===== src/rtl/twiddle_gen.sv =====
// twiddle_gen: FFT twiddle factor W_N^a = {re, im} from a quarter-wave cosine table, with optional DIT stage sequencer.
// Latency: 2 cycles from accepted index to tf_nd; one index per cycle.
// Backpressure: none; while busy the sequencer owns the pipe and addr_nd/start are dropped. Sequencer built only with TWIDDLE_SEQ_EN.
module twiddle_gen #(
  parameter int N_LOG2 = 4,
  parameter int WIDTH  = 12
) (
  input  logic                        clk,
  input  logic                        rst_n,
  input  logic [N_LOG2-2:0]           addr,
  input  logic                        addr_nd,
  input  logic                        inverse,
  input  logic                        start,
  input  logic [$clog2(N_LOG2)-1:0]   stage,
  output logic [2*WIDTH-1:0]          tf_out,
  output logic                        tf_nd,
  output logic                        busy,
  output logic                        done
);

  localparam int AW = N_LOG2 - 1;
  localparam int SW = $clog2(N_LOG2);
  localparam int N  = 1 << N_LOG2;
  localparam int Q  = 1 << (N_LOG2 - 2);
  localparam logic [AW-1:0] QIDX = AW'(Q);

  // round(2^(WIDTH-2) * cos(2*pi*k/N)); argument stays within [0, pi/2] so the series converges fast
  function automatic int cos_q(input int k);
    real x, term, sum, scale;
    x     = 2.0 * 3.14159265358979323846 * real'(k) / real'(N);
    scale = 2.0 ** (WIDTH - 2);
    term  = 1.0;
    sum   = 1.0;
    for (int n = 1; n <= 14; n++) begin
      term = -term * x * x / real'((2 * n - 1) * (2 * n));
      sum  = sum + term;
    end
    return $rtoi(sum * scale + 0.5);
  endfunction

  logic [WIDTH-1:0] ctab [0:Q];

  for (genvar k = 0; k <= Q; k++) begin : g_tab
    localparam int CV = cos_q(k);
    assign ctab[k] = WIDTH'(CV);
  end

  // pipe entry: one index per cycle from either the addr port or the sequencer
  logic          iss_vld;
  logic [AW-1:0] iss_addr;
  logic          iss_inv;

`ifdef TWIDDLE_SEQ_EN
  typedef enum logic {IDLE, RUN} state_t;

  localparam logic [AW-1:0] LAST = {AW{1'b1}};

  state_t        state;
  logic [AW-1:0] j;
  logic [SW-1:0] stage_q;
  logic          inv_q;
  logic          last_q;
  logic          busy_q;
  logic          done_q;
  logic          start_acc;
  logic          iss_last;
  logic [AW-1:0] seq_mask;
  logic [SW:0]   seq_shamt;
  logic [AW-1:0] seq_addr;

  // start is taken when idle, or in the done cycle so sequences can run back to back
  assign start_acc = start & (~busy_q | done_q);

  // sequencer address (j mod 2^s) << (N_LOG2-1-s) and pipe input arbitration
  always_comb begin
    seq_mask  = ~({AW{1'b1}} << stage_q);
    seq_shamt = (SW + 1)'(AW) - {1'b0, stage_q};
    seq_addr  = (j & seq_mask) << seq_shamt;
    iss_last  = 1'b0;
    if (state == RUN) begin
      iss_vld  = 1'b1;
      iss_addr = seq_addr;
      iss_inv  = inv_q;
      iss_last = (j == LAST);
    end else begin
      iss_vld  = addr_nd & ~busy_q & ~start;
      iss_addr = addr;
      iss_inv  = inverse;
    end
  end

  // sequencer FSM; busy/done are registered and track the last index through the 2-cycle pipe
  always_ff @(posedge clk or negedge rst_n) begin
    if (!rst_n) begin
      state   <= IDLE;
      j       <= '0;
      stage_q <= '0;
      inv_q   <= 1'b0;
      last_q  <= 1'b0;
      busy_q  <= 1'b0;
      done_q  <= 1'b0;
    end else begin
      last_q <= iss_last;
      done_q <= last_q;
      busy_q <= start_acc | (busy_q & ~done_q);
      case (state)
        IDLE: begin
          if (start_acc) begin
            state   <= RUN;
            j       <= '0;
            stage_q <= stage;
            inv_q   <= inverse;
          end
        end
        RUN: begin
          j <= j + 1'b1;
          if (j == LAST) state <= IDLE;
        end
        default: state <= IDLE;
      endcase
    end
  end

  assign busy = busy_q;
  assign done = done_q;
`else
  logic unused_seq_in;

  // without the sequencer the pipe is fed straight from the addr port
  always_comb begin
    iss_vld  = addr_nd;
    iss_addr = addr;
    iss_inv  = inverse;
  end

  assign unused_seq_in = ^{start, stage};
  assign busy = 1'b0;
  assign done = 1'b0;
`endif

  logic          quad;
  logic [AW-1:0] b_idx;
  logic [AW-1:0] re_idx;
  logic [AW-1:0] im_idx;

  // fold the index onto the quarter-wave table: second quadrant mirrors re/im roles
  always_comb begin
    quad   = iss_addr[AW-1];
    b_idx  = {1'b0, iss_addr[AW-2:0]};
    re_idx = quad ? (QIDX - b_idx) : b_idx;
    im_idx = quad ? b_idx : (QIDX - b_idx);
  end

  logic             v1;
  logic [WIDTH-1:0] re_mag;
  logic [WIDTH-1:0] im_mag;
  logic             re_neg;
  logic             im_neg;

  // stage 1 registers table magnitudes and signs; stage 2 applies signs and holds tf_out between outputs
  always_ff @(posedge clk or negedge rst_n) begin
    if (!rst_n) begin
      v1     <= 1'b0;
      re_mag <= '0;
      im_mag <= '0;
      re_neg <= 1'b0;
      im_neg <= 1'b0;
      tf_nd  <= 1'b0;
      tf_out <= '0;
    end else begin
      v1 <= iss_vld;
      if (iss_vld) begin
        re_mag <= ctab[re_idx];
        im_mag <= ctab[im_idx];
        re_neg <= quad;
        im_neg <= ~iss_inv;
      end
      tf_nd <= v1;
      if (v1) begin
        tf_out <= {(re_neg ? -re_mag : re_mag), (im_neg ? -im_mag : im_mag)};
      end
    end
  end

endmodule


===== config.mk =====
export PLATFORM = sky130hd
export DESIGN_NAME = twiddle_gen
export DESIGN_NICKNAME = d
export VERILOG_FILES = /design/src/rtl/twiddle_gen.sv
export SDC_FILE = /design/constraint.sdc
export NUM_CORES = 1
export LEC_CHECK = 0
export CELL_PAD_IN_SITES_DETAIL_PLACEMENT = 1
export CELL_PAD_IN_SITES_GLOBAL_PLACEMENT = 1
export CORE_MARGIN = 3
export CORE_UTILIZATION = 40
export CTS_CLUSTER_DIAMETER = 80
export DETAILED_ROUTE_END_ITERATION = 7
export GPL_TIMING_DRIVEN = 0
export PLACE_DENSITY_LB_ADDON = 0.1
export SLEW_MARGIN = 20
export SYNTH_ARGS = -nofsm -noshare
export SYNTH_HDL_FRONTEND = slang
export SYNTH_SLANG_ARGS = --single-unit

===== constraint.sdc =====
create_clock -name clk -period 1.8 [get_ports clk]
set_input_delay 0.36 -clock clk [delete_from_list [all_inputs] [get_ports clk]]
set_output_delay 0.36 -clock clk [all_outputs]
set_load 0.005 [all_outputs]

==> results of run 1 <==
-- flip-flops by register name, summed over array words and instances, names as in the netlist --
name and count:
tf_out 22, im_mag 6, re_mag 6, im_neg 1
re_neg 1, tf_nd 1, v1 1
-- metal layers --
metal	share of wire [%]	wire length, µm
met5	0	0
met4	1.8	91
met3	5.4	276
met1	44	2230
met2	49	2510
-- area by class of cell --
cell class | count | area, µm² | share of cell area, %
inverters | 18 | 67.6 | 2.72
plain buffers | 14 | 90.1 | 3.63
repair buffers | 30 | 312 | 12.5
well taps | 67 | 83.8 | 3.38
flip-flops and latches | 38 | 951 | 38.3
multi-input cells | 131 | 888 | 35.8
clock buffers | 7 | 86.3 | 3.48
clock inverters | 1 | 5.00 | 0.202
-- worst max-delay path, cell delays in order --
cell and delay [ns]:
clkdlybuf4s50_1 0.50, inv_1 0.06, ha_1 0.28, mux2_2 0.28, ha_1 0.28, nand2_1 0.07
o22ai_1 0.06
-- repair_timing --
item / 4_1_cts / 5_1_grt
buffers inserted: 0 / 0
resized for setup: 1 / 0
setup endpoints to repair: 5 / 0
-- path summary, 6_finish.rpt --
| kind | to | start | depth (start not counted) | slack, ns |
|---|---|---|---|---|
| worst min-delay path | tf_out[2]$_DFFE_PN0P_ | rst_n | 1 | 0.02 |
| min in group clk | tf_out[18]$_DFFE_PN0P_ | tf_out[18]$_DFFE_PN0P_ | 1 | 0.49 |
| worst max register to register | tf_out[23]$_DFFE_PN0P_ | re_mag[6]$_DFFE_PN0P_ | 6 | 0.14 |
| worst min register to register | tf_out[18]$_DFFE_PN0P_ | tf_out[18]$_DFFE_PN0P_ | 1 | 0.49 |
| worst max-delay path | im_mag[9]$_DFFE_PN0P_ | addr[1] | 7 | 0.07 |
| max in group asynchronous | im_mag[3]$_DFFE_PN0P_ | rst_n | 2 | 1.31 |
-- synthesized netlist by cell type, drive strengths merged, types with 2 or more instances --
cell type / instances
o31ai: 2
buf: 13
nor2: 14
a21oi: 7
o2bb2ai: 2
nand4: 4
a2111o: 3
a31oi: 11
xnor2: 7
nand2: 12
or3b: 2
mux2i: 2
nand3: 12
o21ai: 12
mux2: 6
o22ai: 4
nor3: 3
ha: 8
nor2b: 7
dfrtp: 38
inv: 18
nor3b: 2
nor4: 2
-- power groups by stage --
stage	logic, mW	registers (mW)	clock network (mW)
6_report	0.625	1.08	0.611
3_5_place_dp	0.630	1.10	0
3_3_place_gp	0.600	1.08	0
2_1_floorplan	0.310	1.08	0
5_1_grt	0.690	1.10	0.669
4_1_cts	0.634	1.08	0.623
-- cells by family after synthesis --
logic type / after synthesis
simple gates: 60
compound gates: 44
flops: 38
buf+inv: 32
fa+ha+maj: 8
mux: 8
xor+xnor: 7
other cells: 1
==> impl_results.md, run 1 <==
* Final worst-path cycle share at about 96%
* Gate power share at a little over a quarter
* Final setup violation count at 0
* Largest family of logic cells by synthesized area: simple AND/OR/NAND/NOR gates
* Initial Util at a little over two fifths
* TritonCTS Buffers at 5
* GR Util All Layers at 19.2%
* Vias in the first global route at 1,816
* Initial drt markers at 83
* CTS clk-pin slew, worst paths at roughly 0.07 ns
* Leak Pwr at ~1.1 nW
* Outcome: finished clean
* Die Ht at 76.5 µm
* Vias/cell at 5.30
* Synth Instances at about 200
* Leading post-synthesis cells by cell area: dfrtp_1 48%, ha_1 5.0%, a31oi_1 3.5%, mux2_2 3.4%, inv_1 3.2%
* # H-tree levels at 2
* Finished Layout Cells at 306
* Commonest non-fill, non-tap cell in the layout: dfrtp_1
* Post-synthesis sequential area ratio at 47.9%
* RSZ-0062 raised after global routing: false
* Final #Nets at between 200 and 300
* Post-route setup slack at around 0.066 ns
* Total negative slack at 0 ns
* P per Cell Area at roughly 930 mW/mm²
* Sw power at ~0.69 mW
* HPWL after detailed placement at around 3.9 mm
* # rows at 25
* Number of synthesized flops with an enable pin at 0
* Synth Flop Type: dfrtp_1
* Startpoint class of the critical path: input pin
* Post-route ant nets at 0
* Mapped Area at ~0.002 mm²
* Met2 usage at approximately a third
* Filler cells at 546
* Largest net degree at the start of global routing at 21
* Hold Crit Class: input pin to asynchronous set/reset pin
* Io pins at 37
* Fmax at ~580 MHz
* CP Data Arrival Time at 1.89 ns
* Most frequent cells in the layout: 38 x dfrtp_1, 27 x clkdlybuf4s50_1, 17 x inv_1, 14 x nor2_1
* P_int at approximately 1.6 mW
* Initial antenna violation count at 0
* YS warnings at 0
* Area grow syn2layout at 25.1%
* Final slew viol count at 0
* Die ar. at 0.00585 mm²
* # hold bufs at CTS at 0
* # port buffers at 29
* Post-synthesis register bit count at 38
* Inst Count DP at between 200 and 300
* Placed inst area at between 0.002 and 0.0025 mm²
* Fraction of power consumed by sequential logic at between 40% and 50%
* Synth Area in Compound Gates at between 10% and 20%
* Gpl congestion at 0.829
* Kind of critical path: input pin to register
* DRC Markers at 0
* Async S/R FF share, synth at 100%
* CTS tree: built
* Synth Area in XOR/XNOR at 3.09%
* GRT overflow at 0
* Sink Count at 38
* Worst-case clock buffer depth at 2
* Setup Skew at between 0.005 and 0.006 ns
* Yosys top cell area share at between 40 and 50%
* Routed vias at 1,623
* Fraction of the mapped netlist area in simple logic gates at between 15 and 20%
* Data required, critical path at between 1.5 and 2 ns
* GR met1 Demand/Resource at approximately a quarter
* Post-synth cell types at 36
* First-pass GRT wire length at 8.95 mm
* Area leader, netlist: dfrtp_1
* DP Worst Slack at -0.459 ns
* Crit end category: register
* Sw frac at ~30%
* Met3 GRT Util at between 5 and 6%
* Post-route cell area at 0.00248 mm²
* Fin Hold WS at between 0.02 and 0.025 ns
* Layout cells sized above 1 at approximately 15%
* Clock root cell: clkbuf_8
* Post-synthesis mux area share at 4.41%
* Hold Vio Cnt, Final at 0
* WL final at 5.11 mm
* Initial DRT Pass Iterations at 4
* Adder-cell share of the synthesized area at 5.04%
* Fin crit period at approximately 1.7 ns
* Clock power share at 26.4%
* Number of diodes at 0
* Peak supply drop at around 370 µV
* Global routing's busiest layer: met2
* Final design utilization at 52.2%
* Syn avg cell area at ~10 µm²
* WL/cell at approximately 17 µm
* Worst-Skew Late Latency at 0.29 ns
* Pwr Total at between 2 and 2.5 mW
* Core Area at 0.00475 mm²
* DIE WIDTH at between 70 and 80 µm
* Critical-path maximum fanout at 3
* Max-cap violations at 0
Note: power is estimated with default switching activity, not from simulation.
==> run 2: changes to the inputs <==
==> config.mk (replaced) <==
export PLATFORM = sky130hd
export DESIGN_NAME = twiddle_gen
export DESIGN_NICKNAME = d
export VERILOG_FILES = /design/src/rtl/twiddle_gen.sv
export SDC_FILE = /design/constraint.sdc
export NUM_CORES = 1
export LEC_CHECK = 0
export CORE_MARGIN = 3
export CORE_UTILIZATION = 45
export CTS_BUF_LIST = sky130_fd_sc_hd__clkbuf_4 sky130_fd_sc_hd__clkbuf_8 sky130_fd_sc_hd__clkbuf_16
export CTS_CLUSTER_DIAMETER = 80
export DETAILED_ROUTE_END_ITERATION = 7
export GPL_TIMING_DRIVEN = 0
export PLACE_DENSITY = 0.7
export SLEW_MARGIN = 20
export SYNTH_ARGS = -nofsm -noshare
export SYNTH_HDL_FRONTEND = slang
export SYNTH_SLANG_ARGS = --single-unit
==> impl_results.md, run 2 (synthesis results as in run 1) <==
* # hold bufs at CTS at 0 (unchanged)
* CP Data Arrival Time at 1.88 ns (about the same)
* DP Worst Slack at -0.438 ns (+0.0205 ns)
* Worst r2r dst: tf_out[23]$_DFFE_PN0P_
* FF-to-FF setup slack at 0.20 ns (+0.06 ns)
* Post-route cell area at 0.00247 mm² (-0.55%)
* CTS tree: built
* # rows at 23 (-8.0%)
* Most frequent cells in the layout: 38 x dfrtp_1, 27 x clkdlybuf4s50_1, 16 x inv_1, 14 x nor2_1
* Slowest Stage Delay on Critical Path at 0.49 ns (about the same)
* Vias in the first global route at 1,349 (-26%)
* Top Registers: tf_out (22), im_mag (6), re_mag (6)
* DIE WIDTH at 72.4 µm (-5.3%)
* # H-tree levels at 2 (unchanged)
* TritonCTS Buffers at 5 (unchanged)
* Final #Nets at 256 (unchanged)
* GR Util All Layers at 16.8% (-2.5 points)
* WL/cell at 14.2 µm (-15%)
* WL final at 4.10 mm (-20%)
* Crit end category: register
* Final worst-path cycle share at 96.2% (-0.17 points)
* Initial antenna violation count at 0 (unchanged)
* Failing checks: negative hold slack
* Vias/cell at 5.27 (-0.71%)
* Initial DRT Pass Iterations at 4 (unchanged)
* Die Ht at 72.4 µm (-5.3%)
* Initial drt markers at 93 (+12%)
* Worst path slowest cell: clkdlybuf4s50_1
* Final setup violation count at 0 (unchanged)
* Hold Vio Cnt, Final at 14 (+14)
* Sink Count at 38 (unchanged)
* Routed vias at 1,522 (-6.2%)
* Gpl congestion at 0.826 (-0.39%)
* GRT overflow at 0 (unchanged)
* Clock root cell: clkbuf_8
* Area grow syn2layout at 24.4%
* # port buffers at 29 (unchanged)
* First-pass GRT wire length at 6.81 mm (-24%)
* Number of diodes at 0 (unchanged)
* Largest net degree at the start of global routing at 24 (+14%)
* Initial Util at 48.3% (+6.5 points)
* RSZ-0062 raised after global routing: false
* R2R Path Start: re_mag[6]$_DFFE_PN0P_
* Placed inst area at 0.00237 mm² (-0.89%)
* Leak Pwr at 1.09 nW (about the same)
* Startpoint class of the critical path: input pin
* Layout cells sized above 1 at 15.5% (+0.84 points)
* Top reg by flops: tf_out
* Filler cells at 385 (-29%)
* Worst-case clock buffer depth at 2 (unchanged)
* Worst-Skew Late Latency at 0.28 ns (about the same)
* Most used cell, CP: ha_1
* Peak supply drop at 404 µV (+9.6%)
* Cell chain of the critical path: clkdlybuf4s50_1 > inv_1 > ha_1 > mux2_2 > ha_1 > nand2_1 > o22ai_1
* Max FFs per register at 22 (unchanged)
* Fmax at 578 MHz (+0.17%)
* Fin Hold WS at -0.00518 ns (-0.0266 ns)
* CTS clk-pin slew, worst paths at 0.07 ns (about the same)
* Critical-path maximum fanout at 3 (unchanged)
* HPWL after detailed placement at 3.01 mm (-23%)
* Final slew viol count at 0 (unchanged)
* Commonest non-fill, non-tap cell in the layout: dfrtp_1
* Core Area at 0.00412 mm² (-13%)
* Outcome: finished with violations
* Die ar. at 0.00525 mm² (-10%)
* Post-route setup slack at 0.0689 ns (+0.00297 ns)
* Post-route ant nets at 0 (unchanged)
* Kind of critical path: input pin to register
* Max-cap violations at 0 (unchanged)
* Post-CTS resize count at 1 (unchanged)
* Fin crit period at 1.73 ns (-0.00297 ns)
* Setup Skew at 0.00414 ns (-0.00180 ns)
* FF-to-FF path depth at 6 (unchanged)
* Io pins at 37 (unchanged)
* DRC Markers at 0 (unchanged)
* Data required, critical path at 1.95 ns (about the same)
* Hold Crit Class: input pin to asynchronous set/reset pin
* P per Cell Area at 928 mW/mm² (-0.56%)
* Postcts setup bufs at 0 (unchanged)
run 2: cell count changes in the layout (fill, tap and decap cells not counted), sizes merged:
cell	delta
clkinvlp	+1
inv	-1
run 2: cell type report:
type | instances | area [µm²] | area share [%]
sequential | 38 | 951 | 38.5
multi-input combinational | 131 | 888 | 36.0
timing repair buffer | 30 | 312 | 12.6
clock buffer | 7 | 90.1 | 3.65
buffer | 14 | 90.1 | 3.65
inverter | 18 | 71.3 | 2.89
tap | 50 | 62.6 | 2.53
clock inverter | 1 | 5.00 | 0.203
run 2: worst max-delay path by stage:
stage                                     start                     end  slack, ns  cells past startpoint
after detailed placement                addr[0]   im_mag[9]$_DFFE_PN0P_      -0.44                      7
after floorplan           re_mag[6]$_DFFE_PN0P_  tf_out[23]$_DFFE_PN0P_       0.33                      6
final                                   addr[1]   im_mag[9]$_DFFE_PN0P_       0.07                      7
after CTS                               addr[1]   im_mag[9]$_DFFE_PN0P_       0.07                      7
after global placement                    rst_n      im_neg$_DFFE_PN0P_      -0.48                      1
after global routing                    addr[1]   im_mag[9]$_DFFE_PN0P_       0.02                      7
run 2: per-stage QoR:
stage                     utilization (%)  setup TNS, ns  total power, mW  std cells  hold WS [ns]
after floorplan                         -              0             1.39        201        0.0644
after global placement               57.1         -20.44             1.68        280         0.468
after detailed placement             57.6          -2.22             1.70        281         0.310
after CTS                            59.9              0             2.30        289      0.000364
after global routing                 60.0              0             2.42        289        0.0160
final                                60.0              0             2.29        289      -0.00518
run 2: report_power, final:
part	internal (mW)	leakage, nW	total (mW)	switching [mW]
clock network	0.324	0.0517	0.614	0.290
logic	0.341	0.573	0.602	0.261
registers	0.975	0.461	1.08	0.100
run 2: layer usage:
metal	share of wire [%]	vias to the layer above	GRT usage [%]
li1	-	764	-
met1	50	713	24.1
met2	46	43	25.7
met3	3.5	2	3.32
met4	0.76	0	4.92
met5	0	-	0
run 2: worst max-delay path: cells and delay by family:
kind / cells / cell delay (ns)
AO/OA/AOI/OAI: 1 / 0.06
multiplexers: 1 / 0.28
buffers and inverters: 2 / 0.55
AND/OR/NAND/NOR: 1 / 0.06
adder cells (fa/ha/maj): 2 / 0.57
==> RTL change 1: new RTL, flow settings as in run 2 <==
Build with the macro `TWIDDLE_SEQ_EN` defined.
--- a/src/rtl/twiddle_gen.sv
+++ b/src/rtl/twiddle_gen.sv
@@ -2,4 +2,6 @@
 // Latency: 2 cycles from accepted index to tf_nd; one index per cycle.
 // Backpressure: none; while busy the sequencer owns the pipe and addr_nd/start are dropped. Sequencer built only with TWIDDLE_SEQ_EN.
+`define TWIDDLE_SEQ_EN
+
 module twiddle_gen #(
   parameter int N_LOG2 = 4,
Formal check against the unedited RTL: not equivalent (a bounded check fails within 4 cycles, from zero or initial values and one cycle with rst_n low).
==> RTL change 1 against run 2 <==
Design area grew 22%. Die area rose by 14%. Worst setup slack worse by 0.15 ns. Utilization rose by 2.5 points. Register-to-register slack got worse by 0.28 ns. The run ends with negative setup slack left. Sequential cell count rose by 9. Wire length is 9.9% higher. Area after synthesis rose by 16%. Critical endpoint is now re_mag[9].
Power is not compared: it rests on default switching activity, and its combinational part moved more than twofold at a synthesized area within 25%.
==> RTL change 1: results (changes against run 2) <==
[synth]
synth_cell_types=33  ; -8.3%
ys_seq_area_share_pct=51.1  ; +3.3 points
synth_area_leaders=dfrtp_1 (51%), nor2_1 (5.5%), ha_1 (5.4%), a21oi_1 (4.6%), mux2_2 (4.4%)
ys_top_cells_by_count=dfrtp_1 (47), nor2_1 (34), a21oi_1 (21), nand2_1 (19), inv_1 (14)
syn_area_per_cell_sq_um=9.96  ; -0.73%

[finish]
n_all_inverters=14  ; -4
n_fill_cell=424  ; +10%
drive_above_1_share_pct=18.8  ; +3.3 points
clkCellAreaFrac_pct=2.95  ; -0.90 points
multi_input_area_sq_um=1090  ; +23%
seqCellArea_sq_um=1180  ; +24%
seq_area_share_pct=39.1  ; +0.59 points
bufAreaShareNonClock_pct=17.3  ; +1.0 points
top_regs=tf_out (22), re_mag (7), im_mag (4)
num-nets-final=306  ; +20%
nMultiInputCombCells=157  ; +20%

[worst_setup_path]
r2r_end=re_mag[9]
max_stage_delay_ns=0.40  ; -0.09 ns
critPathCaptureType=register
rr_worst_depth=9  ; +3
critPathMaxFanout=2  ; -1
cp_slowest_cell=dfrtp_1
crit_arrival_ns=2.07  ; +0.19 ns
r2r-start=stage_q[0]
worstSetupStartpointType=register

[hold_path]
hold_path_class=register to register

[timing]
setup_ws_ns=-0.0801  ; -0.149 ns
fin_tns_setup_ns=-0.212  ; -0.212 ns
worst_hold_slack_ns=0.362  ; +0.367 ns
finalSetupViolations=5  ; +5
skew_ns=0.00546  ; +0.00133 ns

[drt]
dr_total_vias=1759  ; +16%
vias_per_cell=4.97  ; -5.6%
drt_iter0_markers=80  ; -14%
drt_wl_total_microns=4500  ; +9.9%

[clock_tree]
ctsHoldBuffers=1  ; +1
cts.repair.resized=3  ; +2
clock_latency_ns=0.30  ; +0.02 ns
cts_sinks=47  ; +24%
postCtsSetupRepairBufs=6  ; +6

[place]
place_congestion=0.795  ; -3.7%
dp.cells=334  ; +19%
place_ws_ns=-0.346  ; +0.0925 ns
portBuffers=34  ; +17%
place_area_sq_um=2800  ; +18%
dp_hpwl_microns=3300  ; +9.7%

[global_routing]
grt_usage_pct=17.3  ; +0.51 points
grt_pass1_wl_microns=8170  ; +20%
grt_max_degree=30  ; +25%
grt_pass1_vias=1688  ; +25%

[status]
violations=negative setup slack
status=finished, violations left

[RTL change 1: cell count changes after synthesis, sizes merged, moves of 9 or more]
cell / run 2 / this run
a21oi: 7 / 21
dfrtp: 38 / 47
nand3: 12 / 3
nor2: 14 / 34
[RTL change 1: kinds of logic after synthesis]
logic type      count (synthesis)  share of synthesized area (%)
compound gates                 53                           14.6
xor+xnor                       13                           4.95
fa+ha+maj                      10                           5.44
buf+inv                        28                           5.00
flops                          47                           51.1
mux                            13                           6.15
other cells                     1                          0.163
simple gates                   66                           12.6
[RTL change 1: per-layer routing]
metal  vias up  routed length (microns)  global-route usage (%)
met4         0                       80                    7.47
met2        41                     2170                    27.8
met1       822                     2070                    22.3
li1        889                        -                       -
met5         -                        0                       0
met3         7                      180                    4.06
[RTL change 1: worst register-to-register path, stage by stage (launching register included)]
cell,delay (ns)
dfrtp_1,0.40
mux2_4,0.32
a31oi_4,0.15
inv_2,0.07
ha_4,0.28
nand2_2,0.05
o21a_1,0.11
ha_1,0.29
nand2_1,0.06
o21ai_1,0.06
==> RTL change 2: new RTL, config.mk and constraints of run 2 <==
Without the edit above. Put one more register stage on the output `tf_out`, without a reset. The value now appears one clock later. The other outputs are not delayed to match.
--- a/src/rtl/twiddle_gen.sv
+++ b/src/rtl/twiddle_gen.sv
@@ -24,4 +24,6 @@
   localparam int Q  = 1 << (N_LOG2 - 2);
   localparam logic [AW-1:0] QIDX = AW'(Q);
+
+  logic [2*WIDTH-1:0] tf_s0;
 
   // round(2^(WIDTH-2) * cos(2*pi*k/N)); argument stays within [0, pi/2] so the series converges fast
@@ -167,5 +169,5 @@
       im_neg <= 1'b0;
       tf_nd  <= 1'b0;
-      tf_out <= '0;
+      tf_s0 <= '0;
     end else begin
       v1 <= iss_vld;
@@ -178,9 +180,13 @@
       tf_nd <= v1;
       if (v1) begin
-        tf_out <= {(re_neg ? -re_mag : re_mag), (im_neg ? -im_mag : im_mag)};
+        tf_s0 <= {(re_neg ? -re_mag : re_mag), (im_neg ? -im_mag : im_mag)};
       end
     end
   end
 
+  always_ff @(posedge clk) begin
+    tf_out <= tf_s0;
+  end
+
 endmodule
 
Behaviour: not the same (a bounded check fails within 4 cycles, from zero or initial values and one cycle with rst_n low).
==> RTL change 2 against run 2 <==
Total power up 46%. Area after synthesis up 21%. Clock power up 71%. Critical path depth unchanged. Sequential cell count up 22. Design area up 22%. Wire length up 14%. Worst setup slack better by 0.058 ns. Highest routed layer unchanged.
==> RTL change 2: results (changes against run 2) <==
[global_routing]
grt_max_degree=23  ; -4.2%
grtUsageMet2_pct=25.4  ; -0.26 points
grt_usage_pct=16.9  ; +0.16 points
use_met3_pct=5.10  ; +1.8 points
grt_pass1_vias=1613  ; +20%

[synth]
ys_top_cells_by_count=dfrtp_1 (38), dfxtp_1 (22), inv_1 (19), nor2_1 (14)
synth_area_leaders=dfrtp_1 (40%), dfxtp_1 (18%), ha_1 (4.2%), mux2_2 (3.3%), inv_1 (3.0%)
ys_async_sr_fraction_pct=63.3  ; -37 points
ys_seq_area_share_pct=57.9  ; +10 points

[clock_tree]
htree_num_levels=3  ; +1
clock_latency_ns=0.34  ; +0.06 ns
cts_buffers=9  ; +4

[finish]
top_regs=tf_out (22), tf_s0 (22), re_mag (7)
clkCellAreaFrac_pct=5.81  ; +2.0 points
n_fill_cell=458  ; +19%
buffers=47  ; +6.8%
n_clock_buffer=13  ; +6
multi_input_area_sq_um=881  ; -0.85%
drive_above_1_share_pct=15.0  ; -0.46 points
seqCellArea_sq_um=1390  ; +46%

[pwr]
clkPwrFrac_pct=31.4  ; +4.6 points
swShare_pct=25.9  ; -2.5 points

[drt]
wl_met2_microns=2120  ; +12%
vias_per_cell=5.10  ; -3.1%
met1_length_microns=2170  ; +6.9%
met3_length_microns=258  ; +80%
drt_iter0_markers=175  ; +88%

[status]
status=completed

[place]
dp_hpwl_microns=3300  ; +9.9%
place_congestion=0.837  ; +1.3%

[RTL change 2: worst max-delay path: cells and delay by family]
kind | cells | cell delay, ns
AO/OA/AOI/OAI | 1 | 0.07
adder cells (fa/ha/maj) | 2 | 0.55
buffers and inverters | 2 | 0.55
multiplexers | 1 | 0.28
AND/OR/NAND/NOR | 1 | 0.06
[RTL change 2: cells by family (layout without fill, tap and decap cells)]
logic type / count (synthesis) / count (layout) / synth area share [%]
XOR/XNOR: 7 / 7 / 2.55
adder cells (fa/ha/maj): 8 / 8 / 4.17
multiplexers: 9 / 9 / 4.11
flip-flops: 60 / 60 / 57.9
other: 1 / 4 / 0.156
AND/OR/NAND/NOR: 59 / 59 / 13.0
buffers and inverters: 35 / 82 / 6.61
AO/OA/AOI/OAI: 44 / 44 / 11.5
[RTL change 2: timing repair]
item                                    4_1_cts  5_1_grt
endpoints found under the hold margin        16        0
endpoints found under the setup margin        2        1
pin swaps                                     0        0
hold buffers                                  1        0
resized for setup                             2        3
[RTL change 2: metrics by stage]
stage | setup slack [ns] | util, % | instance area (sq um) | cells
2_1_floorplan | 0.231 | - | 2410 | 226
3_3_place_gp | -0.469 | 56.4 | 2790 | 322
3_5_place_dp | -0.397 | 56.9 | 2810 | 323
4_1_cts | 0.0544 | 60.7 | 3000 | 340
5_1_grt | 0.0504 | 61.0 | 3020 | 340
6_report | 0.127 | 61.0 | 3020 | 340
[RTL change 2: final timing paths]
path,start,to,slack [ns],depth (start not counted)
min reg2reg,tf_s0[10],tf_out[10],0.36,0
max,addr[1],im_mag[9],0.13,7
max in group asynchronous,rst_n,re_mag[9],0.85,3
min,tf_s0[10],tf_out[10],0.36,0
min in group asynchronous,rst_n,tf_s0[21],0.50,2
max reg2reg,re_mag[6],tf_s0[21],0.13,6
